===== config.mk =====
export PLATFORM = sky130hd
export DESIGN_NAME = axi_lite_cmd_arbiter
export DESIGN_NICKNAME = d
export VERILOG_FILES = /design/src/rtl/axi_lite_cmd_arbiter.sv
export SDC_FILE = /design/constraint.sdc
export NUM_CORES = 1
export LEC_CHECK = 0
export CAP_MARGIN = 40
export CORE_AREA = 5 5 161 163
export CTS_BUF_LIST = sky130_fd_sc_hd__clkbuf_2 sky130_fd_sc_hd__clkbuf_4 sky130_fd_sc_hd__clkbuf_8
export DETAILED_ROUTE_END_ITERATION = 6
export DIE_AREA = 0 0 166 168
export PLACE_DENSITY = 0.63
export SETUP_SLACK_MARGIN = 0.02
export SYNTH_ARGS = -nofsm -noshare
export SYNTH_HDL_FRONTEND = slang
export SYNTH_SLANG_ARGS = --single-unit

===== constraint.sdc =====
create_clock -name clk -period 1.9 [get_ports clk]
set_input_delay 0.19 -clock clk [delete_from_list [all_inputs] [get_ports clk]]
set_output_delay 0.19 -clock clk [all_outputs]
set_load 0.005 [all_outputs]

===== src/rtl/axi_lite_cmd_arbiter.sv =====
// axi_lite_cmd_arbiter
// Shares one AXI4-Lite master command port between NUM_REQ requesters.
// One grant at a time: a 1-cycle AXI_Start pulse, a wait for the rising edge
// of AXI_Done, then a 1-cycle rsp_valid pulse and the captured read data
// returned to the granted requester.
// Optional build macro AXI_ARB_FIXED_PRIO_EN: fixed priority (lowest index
// wins) instead of the default round-robin search.
module axi_lite_cmd_arbiter #(
  parameter int NUM_REQ = 4,
  parameter int ADDR_W  = 32,
  parameter int DATA_W  = 32,
  parameter int CNT_W   = 16
) (
  input  logic                       clk,
  input  logic                       rst_n,
  input  logic [NUM_REQ-1:0]         req_valid,
  input  logic [NUM_REQ-1:0]         req_write,
  input  logic [NUM_REQ*ADDR_W-1:0]  req_addr,
  input  logic [NUM_REQ*DATA_W-1:0]  req_wdata,
  output logic [NUM_REQ-1:0]         req_ready,
  output logic [NUM_REQ-1:0]         rsp_valid,
  output logic [DATA_W-1:0]          rsp_rdata,
  output logic                       busy,
  output logic [$clog2(NUM_REQ)-1:0] grant_id,
  output logic [CNT_W-1:0]           txn_count,
  output logic                       AXI_Start,
  output logic                       AXI_WriteEn,
  output logic [ADDR_W-1:0]          AXI_Addr,
  output logic [DATA_W-1:0]          AXI_WData,
  input  logic [DATA_W-1:0]          AXI_RData,
  input  logic                       AXI_Done
);

  localparam int ID_W = $clog2(NUM_REQ);

  typedef enum logic [0:0] {ST_ARB, ST_WAIT} state_t;

  state_t state_reg, state_next;

  logic [ADDR_W-1:0] addr_arr [NUM_REQ];
  logic [DATA_W-1:0] wdata_arr[NUM_REQ];

  logic              done_q_reg;
  logic              done_rise;
  logic              win_found;
  logic [ID_W-1:0]   win_id;

  logic [NUM_REQ-1:0] ready_reg, ready_next;
  logic [NUM_REQ-1:0] rsp_valid_reg, rsp_valid_next;
  logic [DATA_W-1:0]  rdata_reg, rdata_next;
  logic [ID_W-1:0]    grant_reg, grant_next;
  logic [CNT_W-1:0]   txn_reg, txn_next;
  logic               start_reg, start_next;
  logic               write_reg, write_next;
  logic [ADDR_W-1:0]  addr_reg, addr_next;
  logic [DATA_W-1:0]  wdata_reg, wdata_next;

  // Unpack the per-requester address and write-data slices
  for (genvar gi = 0; gi < NUM_REQ; gi++) begin : g_unpack
    assign addr_arr[gi]  = req_addr[gi*ADDR_W +: ADDR_W];
    assign wdata_arr[gi] = req_wdata[gi*DATA_W +: DATA_W];
  end

  // A level-high Done left over from the previous transaction is not a rise
  assign done_rise = AXI_Done & ~done_q_reg;

  // Done history register, updated every cycle
  always_ff @(posedge clk) begin
    if (!rst_n) done_q_reg <= 1'b0;
    else        done_q_reg <= AXI_Done;
  end

`ifdef AXI_ARB_FIXED_PRIO_EN
  // Winner select: lowest-index valid request wins
  always_comb begin
    win_found = 1'b0;
    win_id    = '0;
    for (int i = NUM_REQ - 1; i >= 0; i--) begin
      if (req_valid[i]) begin
        win_found = 1'b1;
        win_id    = ID_W'(i);
      end
    end
  end
`else
  logic [ID_W-1:0] rr_ptr_reg;
  logic [ID_W:0]   rr_idx;

  // Winner select: first valid request searching upward from rr_ptr, wrapping
  always_comb begin
    win_found = 1'b0;
    win_id    = '0;
    rr_idx    = '0;
    for (int i = 0; i < NUM_REQ; i++) begin
      rr_idx = {1'b0, rr_ptr_reg} + (ID_W+1)'(i);
      if (rr_idx >= (ID_W+1)'(NUM_REQ)) rr_idx = rr_idx - (ID_W+1)'(NUM_REQ);
      if (!win_found && req_valid[rr_idx[ID_W-1:0]]) begin
        win_found = 1'b1;
        win_id    = rr_idx[ID_W-1:0];
      end
    end
  end

  // Round-robin pointer moves past the grantee once its transaction completes
  always_ff @(posedge clk) begin
    if (!rst_n) begin
      rr_ptr_reg <= '0;
    end else if (state_reg == ST_WAIT && done_rise) begin
      if (grant_reg == ID_W'(NUM_REQ - 1)) rr_ptr_reg <= '0;
      else                                 rr_ptr_reg <= grant_reg + 1'b1;
    end
  end
`endif

  // FSM state register
  always_ff @(posedge clk) begin
    if (!rst_n) state_reg <= ST_ARB;
    else        state_reg <= state_next;
  end

  // FSM next state: grant on any request, return to arbitration on done rise
  always_comb begin
    state_next = state_reg;
    case (state_reg)
      ST_ARB:  if (win_found) state_next = ST_WAIT;
      ST_WAIT: if (done_rise) state_next = ST_ARB;
      default: state_next = ST_ARB;
    endcase
  end

  // FSM outputs: pulses default low, latched command/response values hold
  always_comb begin
    ready_next     = '0;
    start_next     = 1'b0;
    rsp_valid_next = '0;
    rdata_next     = rdata_reg;
    grant_next     = grant_reg;
    txn_next       = txn_reg;
    write_next     = write_reg;
    addr_next      = addr_reg;
    wdata_next     = wdata_reg;
    case (state_reg)
      ST_ARB: begin
        if (win_found) begin
          ready_next = NUM_REQ'(1) << win_id;
          start_next = 1'b1;
          write_next = req_write[win_id];
          addr_next  = addr_arr[win_id];
          wdata_next = wdata_arr[win_id];
          grant_next = win_id;
        end
      end
      ST_WAIT: begin
        if (done_rise) begin
          rsp_valid_next = NUM_REQ'(1) << grant_reg;
          rdata_next     = AXI_RData;
          txn_next       = txn_reg + 1'b1;
        end
      end
      default: ;
    endcase
  end

  // Registered outputs, all cleared by reset (an in-flight grant is dropped)
  always_ff @(posedge clk) begin
    if (!rst_n) begin
      ready_reg     <= '0;
      start_reg     <= 1'b0;
      rsp_valid_reg <= '0;
      rdata_reg     <= '0;
      grant_reg     <= '0;
      txn_reg       <= '0;
      write_reg     <= 1'b0;
      addr_reg      <= '0;
      wdata_reg     <= '0;
    end else begin
      ready_reg     <= ready_next;
      start_reg     <= start_next;
      rsp_valid_reg <= rsp_valid_next;
      rdata_reg     <= rdata_next;
      grant_reg     <= grant_next;
      txn_reg       <= txn_next;
      write_reg     <= write_next;
      addr_reg      <= addr_next;
      wdata_reg     <= wdata_next;
    end
  end

  assign req_ready   = ready_reg;
  assign rsp_valid   = rsp_valid_reg;
  assign rsp_rdata   = rdata_reg;
  assign busy        = (state_reg == ST_WAIT);
  assign grant_id    = grant_reg;
  assign txn_count   = txn_reg;
  assign AXI_Start   = start_reg;
  assign AXI_WriteEn = write_reg;
  assign AXI_Addr    = addr_reg;
  assign AXI_WData   = wdata_reg;

endmodule


==> results of run 1 <==
## layer usage
metal,wire length (um),global-route usage (%),up-vias
li1,-,-,3789
met4,749,6.31,2
met2,14900,35.1,299
met5,20,0,-
met1,12300,24.3,3574
met3,2720,7.53,35
## layout make-up
type / instances / area, um2 / area share (%)
repair buffers: 498 / 5060 / 41.0
multi-input cells: 598 / 3900 / 31.6
flip-flops and latches: 128 / 2570 / 20.8
well taps: 324 / 405 / 3.29
clock buffers: 17 / 234 / 1.90
clock inverters: 15 / 146 / 1.19
inverters: 4 / 15.0 / 0.122
diodes: 2 / 5.00 / 0.0406
## power by group through the flow
| stage | clock network (W) | logic [W] | registers (W) |
|---|---|---|---|
| floorplan | 0 | 0.000792 | 0.00306 |
| global placement | 0 | 0.00227 | 0.00305 |
| detailed placement | 0 | 0.00228 | 0.00306 |
| CTS | 0.00243 | 0.00229 | 0.00300 |
| global route | 0.00253 | 0.00249 | 0.00302 |
| finish | 0.00233 | 0.00232 | 0.00300 |
## tightest hold or removal path, cell delays in order
cell	delay, ns
clkdlybuf4s50_1	0.39
nand2_1	0.05
a21boi_0	0.06
## cells by family after synthesis
group	synth area share [%]
XOR/XNOR	1.82
multiplexers	6.24
AO/OA/AOI/OAI	27.1
adder cells (fa/ha/maj)	0.372
AND/OR/NAND/NOR	21.0
buffers and inverters	5.41
flip-flops	38.1
## synth_stat cells, types with 4 or more instances
cell type,count,area (um2)
xor2_1,4,35.0
and3_1,49,307
a21o_1,42,315
o21ai_0,45,225
dfxtp_1,128,2560
o211ai_1,42,315
mux2i_1,42,420
xnor2_1,10,87.6
a211oi_1,30,225
nand3_1,52,260
a21boi_0,36,270
o31ai_1,20,150
a21oi_1,4,20.0
nand2_1,141,529
buf_6,5,56.3
nor2b_1,7,43.8
nor2_1,14,52.6
clkbuf_1,48,180
buf_2,18,90.1
and2_1,14,87.6
a211oi_2,17,213
## stage by stage
stage               total power [W]  std cells  setup TNS (ns)
CTS                         0.00772       1581               0
finish                      0.00765       1586               0
global placement            0.00532       1549          -19.86
detailed placement          0.00534       1549          -22.62
global route                0.00805       1585         -0.0149
floorplan                   0.00386        804               0
## how the worst max path moves through the flow
stage                  start      endpoint  slack, ns
3_3_place_gp    req_valid[1]  AXI_Addr[20]      -0.33
3_5_place_dp    req_valid[1]  AXI_Addr[23]      -0.41
2_1_floorplan  rr_ptr_reg[1]  AXI_Addr[29]       0.20
4_1_cts        rr_ptr_reg[0]  AXI_Addr[26]       0.01
5_1_grt        rr_ptr_reg[0]  AXI_Addr[23]     -0.007
6_report       rr_ptr_reg[0]  AXI_Addr[12]       0.07
## what timing repair did
| action | in CTS | in global routing |
|---|---|---|
| pin swaps | 0 | 8 |
| gates resized for setup | 0 | 18 |
| buffers inserted | 0 | 1 |
| cloned | 0 | 2 |
| endpoints found under the setup margin | 2 | 64 |
==> flow_summary.yaml, run 1 <==
detailed_routing:
  drt-total-wl_um: 30700
  antenna_left: 0
  dr.first_iter.drc_count: 453
  via_per_inst: 4.85
  routedWlPerCell_um: 19.3
  drc_errors: 0
  first_pass_iters: 4
  vias: 7699
floorplanning:
  start_util_pct: 27.9
  pin_count: 424
  die-area_um2: 27900
  row_count: 57
  die_h_um: 168
  fp.dieW_um: 166
  coreArea_um2: 24200
global_routing:
  overflow: 0
  antenna_found_initial: 2
  grt_max_degree: 58
  grt.total_usage_pct: 20.6
  grt_pass1_vias: 7727
  grt_pass1_wl_um: 45700
sta:
  slew_violations: 0
  worst_slew_pin_slew_ns: 0.510
  grt_setup_unrepaired: "yes"
  hold_viol_final: 0
  period_minus_slack_ns: 1.83
  fin_ws_ns: 0.0737
  fin_crit_sh_pct: 96.1
  setup_viol: 0
  slew_headroom_pct: 66.0
  timing.hold.ws_ns: 0.302
  fin_skew_ns: 0.0150
  clock.fmax_mhz: 548
worst_setup_path:
  crit_cells: 7
  worstPathArrival_ns: 2.14
  path_buf_inv: 2
  crit_family: "simple AND/OR/NAND/NOR gates"
  cp_max_fo: 7
  r2r_cells: 7
  rrSetupSlack_ns: 0.07
  cp-end-kind: "flop"
  crit_required_ns: 2.22
  slowest_delay_ns: 0.56
  regToRegEndpoint: "AXI_Addr[12]"
  path_cells: "nor2b_2, or4_4, buf_12, buf_4, and3_1, a211oi_1, o31ai_1"
  rr_startpoint: "rr_ptr_reg[0]"
  start_kind: "flop"
  slowest_stage: "or4_4"
  crit_type: "flop to flop"
yosys:
  ys.flop_type: "dfxtp_1"
  synth_area_per_cell_um2: 8.38
  synth.distinct_cells: 45
  ys_seq_area_share_pct: 38.1
  synth_area_um2: 6730
  synthCells: 804
  syn-num-nets: 1105
  synth_edf_count: 0
  ys_ff_latch: 128
  async_flop_share_pct: 0
  ys_warn_count: 0
power_and_ir_drop:
  switching_power_w: 0.00238
  power.density_nw_per_um2: 620
  swShare_pct: 31.1
  leakagePower_nw: 4.52
  p_int_w: 0.00527
  clkPwrFrac_pct: 30.4
  pwr-share-comb_pct: 30.4
  seqPwrFrac_pct: 39.2
  ir_worst_vdd_v: 0.000373
clock_network:
  cts_tree: "built"
  cts_sinks: 128
  cts_root_buf: "clkbuf_8"
  path_clk_slew_ns: 0.09
  h-tree-depth: 4
  cts_buffers: 17
  insertion_delay_ns: 0.44
  ctsLongestPathBuffers: 2
  postCtsHoldBufs: 0
layout:
  mostFrequentLayoutCell: "clkdlybuf4s50_1"
  final_nets: 1548
  nFillCells: 2313
  drive_gt1_share_pct: 11.8
  fin_util_pct: 51.0
  final_cell_mix: "423 x clkdlybuf4s50_1, 140 x nand2_1, 126 x dfxtp_1, 52 x nand3_1, 52 x buf_4"
  area_growth_pct: 83.1
  finalInstanceArea_um2: 12300
hold_path:
  min_path_cells: 3
  hold_start: "AXI_RData[20]"
  hold_path_class: "input port to flop"
  worstHoldEndpoint: "rsp_rdata[20]"
run:
  cap_viol_max_count: 0
place:
  numPortBuffers: 423
  dpl-instance-area_um2: 11800
  preCtsSetupSlack_ns: -0.406
  dp_hpwl_um: 23500
  gp_congestion: 0.875
run_status:
  status: "complete, no violations"
(Power assumes the default switching activity.)
==> run 2, diff against run 1 <==
--- a/config.mk
+++ b/config.mk
@@ -8,6 +8,7 @@
 export CAP_MARGIN = 40
 export CORE_AREA = 5 5 161 163
 export CTS_BUF_LIST = sky130_fd_sc_hd__clkbuf_2 sky130_fd_sc_hd__clkbuf_4 sky130_fd_sc_hd__clkbuf_8
+export CTS_CLUSTER_DIAMETER = 60
 export DETAILED_ROUTE_END_ITERATION = 6
 export DIE_AREA = 0 0 166 168
 export PLACE_DENSITY = 0.63
==> results of run 2 <==
Same layout as run 1: the final DEF is identical, and so are final timing and power.
==> run 3, diff against run 2 <==
--- a/config.mk
+++ b/config.mk
@@ -12,6 +12,7 @@
 export DETAILED_ROUTE_END_ITERATION = 6
 export DIE_AREA = 0 0 166 168
 export PLACE_DENSITY = 0.63
+export REMOVE_ABC_BUFFERS = 1
 export SETUP_SLACK_MARGIN = 0.02
 export SYNTH_ARGS = -nofsm -noshare
 export SYNTH_HDL_FRONTEND = slang
==> flow_summary.yaml, run 3 (same netlist as run 1, synthesis figures left out) <==
detailed_routing:
  dr.first_iter.drc_count: 620
  antenna_left: 0
  drc_errors: 0
  routedWlPerCell_um: 19.5
  first_pass_iters: 5
  drt-total-wl_um: 30800
  vias: 7673
  via_per_inst: 4.86
global_routing:
  antenna_found_initial: 2
  grt_pass1_vias: 7577
  grt_max_degree: 58
  overflow: 0
  grt.total_usage_pct: 20.7
  grt_pass1_wl_um: 46100
clock_network:
  path_clk_slew_ns: 0.10
  cts_root_buf: "clkbuf_8"
  cts_sinks: 128
  cts_tree: "built"
  cts_buffers: 17
  insertion_delay_ns: 0.44
  postCtsHoldBufs: 0
  ctsLongestPathBuffers: 2
  h-tree-depth: 4
worst_setup_path:
  cp-end-kind: "flop"
  rr_startpoint: "rr_ptr_reg[0]"
  crit_required_ns: 2.20
  slowest_delay_ns: 0.59
  start_kind: "input port"
  r2r_cells: 8
  regToRegEndpoint: "AXI_Addr[0]"
  rrSetupSlack_ns: 0.10
  path_cells: "clkdlybuf4s50_1, nor2b_1, or4_4, buf_12, nand3_4, clkbuf_16, a21o_1, o211ai_1"
  cp_max_fo: 39
  path_buf_inv: 3
  crit_type: "input port to flop"
  slowest_stage: "or4_4"
  crit_family: "buffers and inverters"
  worstPathArrival_ns: 2.12
sta:
  grt_setup_unrepaired: "yes"
  period_minus_slack_ns: 1.82
  hold_viol_final: 0
  clock.fmax_mhz: 551
  fin_skew_ns: 0.0168
  fin_ws_ns: 0.0843
  slew_violations: 0
  setup_viol: 0
  slew_headroom_pct: 66.8
  timing.hold.ws_ns: 0.296
  fin_crit_sh_pct: 95.6
  worst_slew_pin_slew_ns: 0.499
layout:
  drive_gt1_share_pct: 10.9
  multiInputGateArea_um2: 3880
  final_cell_mix: "422 x clkdlybuf4s50_1, 140 x nand2_1, 126 x dfxtp_1, 52 x nand3_1, 51 x buf_4"
  final_nets: 1541
  nFillCells: 2289
  mostFrequentLayoutCell: "clkdlybuf4s50_1"
  ff_latch_area_um2: 2560
  area_growth_pct: 81.7
hold_path:
  worstHoldEndpoint: "rsp_rdata[11]"
  hold_start: "AXI_RData[11]"
  min_path_cells: 3
  hold_path_class: "input port to flop"
power_and_ir_drop:
  ir_worst_vdd_v: 0.000426
  power.density_nw_per_um2: 630
  leakagePower_nw: 4.50
floorplanning:
  row_count: 57
  die-area_um2: 27900
  die_h_um: 168
  coreArea_um2: 24200
  pin_count: 424
  start_util_pct: 27.9
  fp.dieW_um: 166
run:
  cap_viol_max_count: 0
place:
  numPortBuffers: 423
  dp_hpwl_um: 22500
  gp_congestion: 0.856
  preCtsSetupSlack_ns: -0.421
run_status:
  status: "complete, no violations"
==> run 3: cell count changes in the layout (fill, tap and decap cells not counted), moves of 2 or more <==
cell / previous run / this run
a211oi_1: 25 / 29
a211oi_2: 21 / 17
buf_6: 4 / 2
nor2b_1: 4 / 6
clkinvlp_4: 4 / 2
buf_12: 17 / 12
nor2b_2: 2 / 0
==> run 3: layout make-up <==
| class | instances | area share, % |
|---|---|---|
| clock buffers | 17 | 1.91 |
| flip-flops and latches | 128 | 21.0 |
| inverters | 4 | 0.123 |
| clock inverters | 15 | 1.33 |
| repair buffers | 491 | 40.6 |
| well taps | 324 | 3.31 |
| diodes | 1 | 0.0205 |
| multi-input cells | 598 | 31.7 |
==> run 3: stage by stage <==
step	TNS, ns	std cells	total power (W)	utilization [%]	area (um2)
floorplan	-202.68	730	0.00379	-	6380
global placement	-22.32	1533	0.00526	48.1	11600
detailed placement	-24.01	1533	0.00528	48.1	11600
CTS	0	1566	0.00777	49.9	12100
global route	-0.00882	1578	0.00814	50.6	12200
finish	0	1578	0.00771	50.6	12200
==> run 3: how the worst max path moves through the flow <==
stage	start	endpoint	slack, ns	depth (start not counted)
finish	req_valid[2]	AXI_WData[3]	0.08	8
global route	rr_ptr_reg[0]	AXI_Addr[2]	-0.009	8
CTS	rr_ptr_reg[0]	AXI_Addr[7]	0.02	8
detailed placement	req_valid[0]	AXI_Addr[7]	-0.42	9
global placement	req_valid[0]	AXI_Addr[7]	-0.43	9
floorplan	rr_ptr_reg[0]	AXI_Addr[0]	-2.99	5
==> run 3: where the power goes <==
part           internal (W)  switching, W
logic               0.00139      0.000885
clock network       0.00110       0.00133
registers           0.00288      0.000116
total               0.00537       0.00233
==> run 3: worst reg2reg max path: stages (launching register included) <==
cell and delay, ns:
dfxtp_2 0.36, nor2b_1 0.06, buf_4 0.13, o21ba_4 0.20, nor2_4 0.22, buf_12 0.21
buf_4 0.15, mux2i_1 0.24, o211ai_1 0.12
==> run 3: metal layers <==
layer	up-vias	GRT usage [%]	share of wire [%]
met3	41	7.01	7.4
met5	-	0	0.042
met2	302	34.9	49
met1	3561	25.2	41
met4	2	6.06	2.6
li1	3767	-	-
==> run 3: timing repair <==
action / CTS / global route
setup endpoints to repair: 1 / 57
setup buffers: 0 / 9
resized for setup: 1 / 11
pin swaps: 1 / 4
endpoints found under the hold margin: 0 / 0
cloned: 1 / 2
